--- config.mk ---
export PLATFORM = sky130hd
export DESIGN_NAME = mips_mem_arbiter
export DESIGN_NICKNAME = d
export VERILOG_FILES = /design/src/rtl/mips_pkg.sv /design/src/rtl/mips_arb_pick.sv /design/src/rtl/mips_mem_arbiter.sv
export SDC_FILE = /design/constraint.sdc
export NUM_CORES = 1
export LEC_CHECK = 0
export CORE_MARGIN = 2
export CORE_UTILIZATION = 35
export CTS_CLUSTER_SIZE = 20
export DETAILED_ROUTE_END_ITERATION = 10
export PLACE_DENSITY = 0.77
export SETUP_SLACK_MARGIN = 0.4
export SYNTH_ARGS = -nofsm -noshare
export SYNTH_HDL_FRONTEND = slang
export SYNTH_SLANG_ARGS = --single-unit
--- constraint.sdc ---
create_clock -name clk1 -period 2.5 [get_ports clk1]
set_input_delay 0.25 -clock clk1 [delete_from_list [all_inputs] [get_ports clk1]]
set_output_delay 0.25 -clock clk1 [all_outputs]
set_load 0.02 [all_outputs]
--- src/rtl/mips_pkg.sv ---
`default_nettype none
// +----------------------------------------------------------------------+
// | mips_pkg                                                             |
// | Shared constants and types for the MIPS32 unified memory arbiter.    |
// | Revision: 1.0                                                        |
// +----------------------------------------------------------------------+
package mips_pkg;

  localparam int ADDR_W_DEF = 10;
  localparam int DATA_W_DEF = 32;

  localparam logic [1:0] PORT_DATA  = 2'd0;
  localparam logic [1:0] PORT_FETCH = 2'd1;
  localparam logic [1:0] PORT_DBG   = 2'd2;

  typedef enum logic [1:0] {
    ST_IDLE  = 2'd0,
    ST_ISSUE = 2'd1,
    ST_WAIT  = 2'd2
  } arb_state_t;

  function automatic logic [2:0] port_onehot(input logic [1:0] idx);
    logic [2:0] v;
    v = 3'b000;
    case (idx)
      PORT_DATA:  v = 3'b001;
      PORT_FETCH: v = 3'b010;
      PORT_DBG:   v = 3'b100;
      default:    v = 3'b000;
    endcase
    return v;
  endfunction

endpackage
`default_nettype wire

--- src/rtl/mips_arb_pick.sv ---
`default_nettype none
// +----------------------------------------------------------------------+
// | mips_arb_pick                                                        |
// | Combinational winner selection: promoted ports first, then 0>1>2.    |
// | Revision: 1.0                                                        |
// +----------------------------------------------------------------------+
module mips_arb_pick
  import mips_pkg::*;
(
  input  logic [2:0] i_req_elig,  // requesting and eligible, one bit per port
  input  logic [1:0] i_promo,     // bit0: fetch promoted, bit1: debug promoted
  output logic [1:0] o_idx,
  output logic       o_found
);

  always_comb begin
    o_idx   = PORT_DATA;
    o_found = |i_req_elig;
    // Fetch outranks debug when both have hit the starvation limit.
    if (i_promo[0] && i_req_elig[PORT_FETCH]) begin
      o_idx = PORT_FETCH;
    end else if (i_promo[1] && i_req_elig[PORT_DBG]) begin
      o_idx = PORT_DBG;
    end else if (i_req_elig[PORT_DATA]) begin
      o_idx = PORT_DATA;
    end else if (i_req_elig[PORT_FETCH]) begin
      o_idx = PORT_FETCH;
    end else if (i_req_elig[PORT_DBG]) begin
      o_idx = PORT_DBG;
    end
  end

endmodule
`default_nettype wire

--- src/rtl/mips_mem_arbiter.sv ---
`default_nettype none
// +----------------------------------------------------------------------+
// | mips_mem_arbiter                                                     |
// | Three-port arbiter for the unified word memory with fixed latency.   |
// | Revision: 1.0                                                        |
// +----------------------------------------------------------------------+
module mips_mem_arbiter
  import mips_pkg::*;
#(
  parameter int ADDR_W       = ADDR_W_DEF,
  parameter int DATA_W       = DATA_W_DEF,
  parameter int LATENCY      = 1,
  parameter int STARVE_LIMIT = 8
) (
  input  logic                  clk1,
  input  logic                  reset,
  input  logic [2:0]            req,
  input  logic [2:0]            we,
  input  logic [3*ADDR_W-1:0]   addr,
  input  logic [3*DATA_W-1:0]   wdata,
  input  logic                  halt,
  output logic [2:0]            gnt,
  output logic [2:0]            rvalid,
  output logic [DATA_W-1:0]     rdata,
  output logic                  mem_en,
  output logic                  mem_we,
  output logic [ADDR_W-1:0]     mem_addr,
  output logic [DATA_W-1:0]     mem_wdata,
  input  logic [DATA_W-1:0]     mem_rdata,
  output logic                  busy
);

  localparam int c_CNT_W = $clog2(STARVE_LIMIT + 1);
  localparam int c_LAT_W = $clog2(LATENCY + 1);
  localparam logic [c_CNT_W-1:0] c_LIMIT    = c_CNT_W'(STARVE_LIMIT);
  localparam logic [c_LAT_W-1:0] c_LAT_LOAD = c_LAT_W'(LATENCY - 1);

  arb_state_t          r_state;
  arb_state_t          w_next_state;
  logic [1:0]          r_win;
  logic                r_we;
  logic [ADDR_W-1:0]   r_addr;
  logic [DATA_W-1:0]   r_wdata;
  logic [c_LAT_W-1:0]  r_lat_cnt;
  logic [c_CNT_W-1:0]  r_cnt_fetch;
  logic [c_CNT_W-1:0]  r_cnt_dbg;
  logic [2:0]          r_rvalid;
  logic [DATA_W-1:0]   r_rdata;

  logic [2:0]          w_elig;
  logic [1:0]          w_promo;
  logic [1:0]          w_idx;
  logic                w_found;
  logic                w_take;
  logic [ADDR_W-1:0]   w_sel_addr;
  logic [DATA_W-1:0]   w_sel_wdata;

  // A halted pipeline must not fetch; an already latched fetch is unaffected.
  assign w_elig  = {req[PORT_DBG], req[PORT_FETCH] & ~halt, req[PORT_DATA]};
  assign w_promo = {r_cnt_dbg == c_LIMIT, r_cnt_fetch == c_LIMIT};
  assign w_take  = (r_state == ST_IDLE) && w_found;

  mips_arb_pick u_pick (
    .i_req_elig (w_elig),
    .i_promo    (w_promo),
    .o_idx      (w_idx),
    .o_found    (w_found)
  );

  always_comb begin
    w_sel_addr  = addr[0 +: ADDR_W];
    w_sel_wdata = wdata[0 +: DATA_W];
    case (w_idx)
      PORT_FETCH: begin
        w_sel_addr  = addr[ADDR_W +: ADDR_W];
        w_sel_wdata = wdata[DATA_W +: DATA_W];
      end
      PORT_DBG: begin
        w_sel_addr  = addr[2*ADDR_W +: ADDR_W];
        w_sel_wdata = wdata[2*DATA_W +: DATA_W];
      end
      default: ;
    endcase
  end

  always_ff @(posedge clk1 or posedge reset) begin
    if (reset) begin
      r_state <= ST_IDLE;
    end else begin
      r_state <= w_next_state;
    end
  end

  always_comb begin
    w_next_state = r_state;
    gnt          = 3'b000;
    mem_en       = 1'b0;
    mem_we       = 1'b0;
    busy         = 1'b0;
    case (r_state)
      ST_IDLE: begin
        if (w_found) w_next_state = ST_ISSUE;
      end
      ST_ISSUE: begin
        mem_en       = 1'b1;
        mem_we       = r_we;
        gnt          = port_onehot(r_win);
        busy         = 1'b1;
        w_next_state = ST_WAIT;
      end
      ST_WAIT: begin
        busy = 1'b1;
        if (r_lat_cnt == '0) w_next_state = ST_IDLE;
      end
      default: w_next_state = ST_IDLE;
    endcase
  end

  assign mem_addr  = r_addr;
  assign mem_wdata = r_wdata;
  assign rvalid    = r_rvalid;
  assign rdata     = r_rdata;

  always_ff @(posedge clk1 or posedge reset) begin
    if (reset) begin
      r_win     <= PORT_DATA;
      r_we      <= 1'b0;
      r_addr    <= '0;
      r_wdata   <= '0;
      r_lat_cnt <= '0;
      r_rvalid  <= 3'b000;
      r_rdata   <= '0;
    end else begin
      r_rvalid <= 3'b000;
      if (w_take) begin
        r_win   <= w_idx;
        r_we    <= we[w_idx];
        r_addr  <= w_sel_addr;
        r_wdata <= w_sel_wdata;
      end
      if (r_state == ST_ISSUE) begin
        r_lat_cnt <= c_LAT_LOAD;
      end else if ((r_state == ST_WAIT) && (r_lat_cnt != '0)) begin
        r_lat_cnt <= r_lat_cnt - c_LAT_W'(1);
      end
      // Writes complete with an acknowledge only; rdata keeps the last read.
      if ((r_state == ST_WAIT) && (r_lat_cnt == '0)) begin
        r_rvalid <= port_onehot(r_win);
        if (!r_we) r_rdata <= mem_rdata;
      end
    end
  end

  always_ff @(posedge clk1 or posedge reset) begin
    if (reset) begin
      r_cnt_fetch <= '0;
      r_cnt_dbg   <= '0;
    end else begin
      if (!req[PORT_FETCH] || (w_take && (w_idx == PORT_FETCH))) begin
        r_cnt_fetch <= '0;
      end else if (w_elig[PORT_FETCH] && (r_cnt_fetch != c_LIMIT)) begin
        r_cnt_fetch <= r_cnt_fetch + c_CNT_W'(1);
      end
      if (!req[PORT_DBG] || (w_take && (w_idx == PORT_DBG))) begin
        r_cnt_dbg <= '0;
      end else if (r_cnt_dbg != c_LIMIT) begin
        r_cnt_dbg <= r_cnt_dbg + c_CNT_W'(1);
      end
    end
  end

endmodule
`default_nettype wire
==> metrics.md <==
| Metric | Value |
|---|---|
| Outcome | completed |
| Final Cycle Share | 0.880 |
| RSZ-0062 raised after global routing | true |
| Global-route wire length before repair | 21600 um |
| Routed vias | roughly 4500 |
| Pint | 4.99 mW |
| Xor/xnor share of the synthesized area | 0.0118 |
| FF-to-FF Start | r_cnt_dbg[0] |
| Worst clock skew | 0.00787 ns |
| Critical Path RT | 2.71 ns |
| H-tree depth | 3 |
| CORE AREA | about 13000 sq um |
| Inserted Clock Buffers | 9 |
| Multiplexer area fraction after synthesis | 0.0855 |
| Synth area leader | dfrtp_1 |
| NumNets Final | roughly 900 |
| Worst-path clk slew | roughly 0.07 ns |
| Clk buf depth | 2 |
| Worst vdd ir | 377 uV |
| CTS tree | done |
| Post-synthesis cell count | between 400 and 500 |
| NetSw | 2.88 mW |
| Slew of the pin with the lowest slew margin | 0.735 ns |
| Hold Crit Class | primary input to asynchronous set/reset pin |
| GP Congestion | 0.852 |
| Net count after synthesis | 632 |
| Post-synthesis compound-gate area fraction | 0.196 |
| Tot Pwr | 7.86 mW |
| Crit Path Max Fanout | 11 |
| PnR worst setup slack | 0.299 ns |
| Area contributors post-synth | dfrtp_1, mux2_2, a22oi_1 |
| Setup violators final | 0 |
| Logic pwr share | 0.497 |
| R2R setup slack | 0.30 ns |
| Hpwl dp | 10600 um |
| Netlist cell types | 39 |
| DRT antenna net count | 0 |
| Worst Setup Start Kind | flip-flop |
| PortBufs | 249 |
| Most common cell after layout, fill and taps aside | clkdlybuf4s50_1 |
| Largest family of logic cells by synthesized area | compound AO/OA/AOI/OAI gates |
| Die X | 117 um |
| Routed wire length | 15300 um |
| Iter 0 DRT Violations | 157 |
| Clock Latency Late Sink | 0.33 ns |
| Yosys reg bits | 91 |
| Max-slew headroom | 0.509 |
| Initial DRT Pass Iterations | 4 |
| Sum Neg Setup Slack | 0 ns |
| Std-Cell Rows | 41 |
| Layout cells sized above 1 | 0.184 |
| Fmax | 0.454 GHz |
| DP Worst Slack | about 0.062 ns |
| R2r worst-path depth | 12 |
| Die area | about 14000 sq um |
| Total track usage | 0.205 |
| Top-area cell type share of the netlist area | 0.510 |
| Starting Density | 0.357 |
| Post-Synth Simple-Gate Area | 0.121 |
| Critical path type | flip-flop to flip-flop |
| Leakage power | 3.24 nW |
| Register area share after synthesis | 0.510 |
| Die height | approximately 120 um |
| CP Capture Type | flip-flop |
| Number of global-route vias before repair | 4498 |
| Most frequent cells in the layout | clkdlybuf4s50_1, dfrtp_1, nor2_1, nand2_1, a21oi_1 |
| # DRC | 0 |
| Critical path origin | r_cnt_dbg[0] |
| Final min period | 2.20 ns |
| Switch share | 0.366 |
| Antenna fix cells | 0 |
| Initial antenna violation count | 0 |
| Root buffer cell | clkbuf_16 |
| RR Endpoint | mem_addr[5] |
| Clock share of power | 0.192 |
| Final hold viol count | 0 |
| Wirelength per Cell | 17.2 um |
| Sequential power share | 0.311 |
| CTS Hold Bufs | 0 |
| Aggregate global routing overflow | 0 |
| Final max-slew violation count | 0 |
| Synth Area per Inst | 9.79 sq um |
| Power density over the cells | 977 nW/um^2 |
| YS warnings | 0 |
| Sinks on Clock Net | 91 |
| Max-Cap Viols | 0 |
| Largest net degree at the start of global routing | 47 |
| Crit path DAT | 2.42 ns |
| IO Count | 250 |
| Post-DR vias/cell | about 5.0 |
| Syn-to-layout area delta | 80.3% |
| Mapped cell area | 4470 sq um |
| Critical Path End | mem_addr[5] |
| Area share of fa/ha/maj cells after synthesis | 0.0252 |
## final cells by class
type | count | area [sq um]
Clock inverter | 6 | 93.8
Clock buffer | 10 | 239
Sequential cell | 91 | 2280
Fill cell | 1012 | 4460
Multi-Input combinational cell | 318 | 2200
Tap cell | 172 | 215
Inverter | 13 | 52.6
Timing Repair Buffer | 283 | 2980
## synthesized netlist by cell type
| cell type | n |
|---|---|
| nor2b_1 | 1 |
| o21ai_1 | 45 |
| a22oi_2 | 1 |
| nor2_2 | 1 |
| nand3b_1 | 1 |
| ha_1 | 9 |
| clkbuf_1 | 8 |
| mux2_1 | 2 |
| buf_6 | 1 |
| mux2_2 | 31 |
| a21o_1 | 1 |
| a21oi_1 | 46 |
| o2111ai_1 | 1 |
| buf_4 | 6 |
| a21boi_1 | 1 |
| buf_2 | 17 |
| o21ai_2 | 1 |
| o211ai_2 | 1 |
| nand2_1 | 52 |
| buf_1 | 2 |
| xor2_1 | 3 |
| nor3b_1 | 5 |
| o32ai_1 | 1 |
| dfrtp_1 | 91 |
| nor3_1 | 2 |
| o211a_1 | 1 |
| mux2i_1 | 1 |
| a22oi_1 | 42 |
| o21a_1 | 1 |
| nand2b_1 | 2 |
| o311a_1 | 1 |
| o2bb2ai_1 | 1 |
| nor2_1 | 51 |
| nand4b_1 | 2 |
| and3b_1 | 4 |
| inv_1 | 13 |
| nand3_1 | 3 |
| and2_1 | 1 |
| xnor2_1 | 3 |
## worst min-delay path by stage
stage,cells past startpoint,slack [ns],endpoint,from
floorplan,1,0.38,rdata[24],mem_rdata[24]
global placement,2,0.47,mem_wdata[6],mem_wdata[6]
detailed placement,2,0.48,mem_wdata[6],mem_wdata[6]
CTS,2,0.39,mem_wdata[22],reset
global route,2,0.43,mem_wdata[22],reset
finish,2,0.39,mem_wdata[22],reset
## per-stage QoR
stage	hold slack [ns]	instances	instance area (sq um)	util
global placement	0.467	858	7250	0.579
floorplan	0.385	456	4540	-
CTS	0.395	882	7830	0.625
finish	0.386	893	8050	0.643
global route	0.426	893	8050	0.643
detailed placement	0.475	858	7250	0.579
## sequential cells by signal, summed over array words and instances (netlist names)
register and cells:
rvalid 3, r_we 1, r_cnt_dbg 4, r_lat_cnt 1
mem_wdata 32, rdata 32, r_state 2, mem_addr 10
r_win 2, r_cnt_fetch 4
## what timing repair did
action | CTS | global route
endpoints found under the setup margin | 54 | 50
setup buffers | 6 | 7
hold endpoints to repair | 0 | 0
pin swaps | 1 | 13
resized for setup | 35 | 14
gates cloned | 2 | 4
## layer usage
metal	vias to the layer above	routed length (um)	track usage
met3	29	1300	0.0628
met4	0	366	0.0878
met5	-	0	0
li1	2126	-	-
met1	2077	5790	0.224
met2	224	7870	0.368
## kinds of logic (layout without fill, tap and decap cells)
logic type,Yosys count,in the layout
simple gates,125,125
fa+ha+maj,9,9
buf+inv,47,312
flops,91,91
xor+xnor,6,6
mux,34,34
compound gates,144,144
## power by group through the flow
| stage | logic (mW) | clock network [mW] | registers, mW |
|---|---|---|---|
| after global placement | 3.76 | 0 | 2.43 |
| final | 3.91 | 1.51 | 2.45 |
| after detailed placement | 3.81 | 0 | 2.48 |
| after floorplan | 1.29 | 0 | 3.16 |
| after CTS | 3.88 | 1.54 | 2.46 |
| after global routing | 4.20 | 1.61 | 2.53 |
## worst max-delay path, cell delays in order, from the launching register on
cell and delay (ns):
dfrtp_1 0.40, inv_2 0.06, ha_2 0.18, and3b_1 0.17, a21boi_4 0.15, o21ai_4 0.20
inv_2 0.07, ha_4 0.22, clkbuf_16 0.19, a22oi_2 0.16, nor2_1 0.05, a21oi_1 0.15
o21ai_1 0.08
Power figures use the tool's default switching activity.
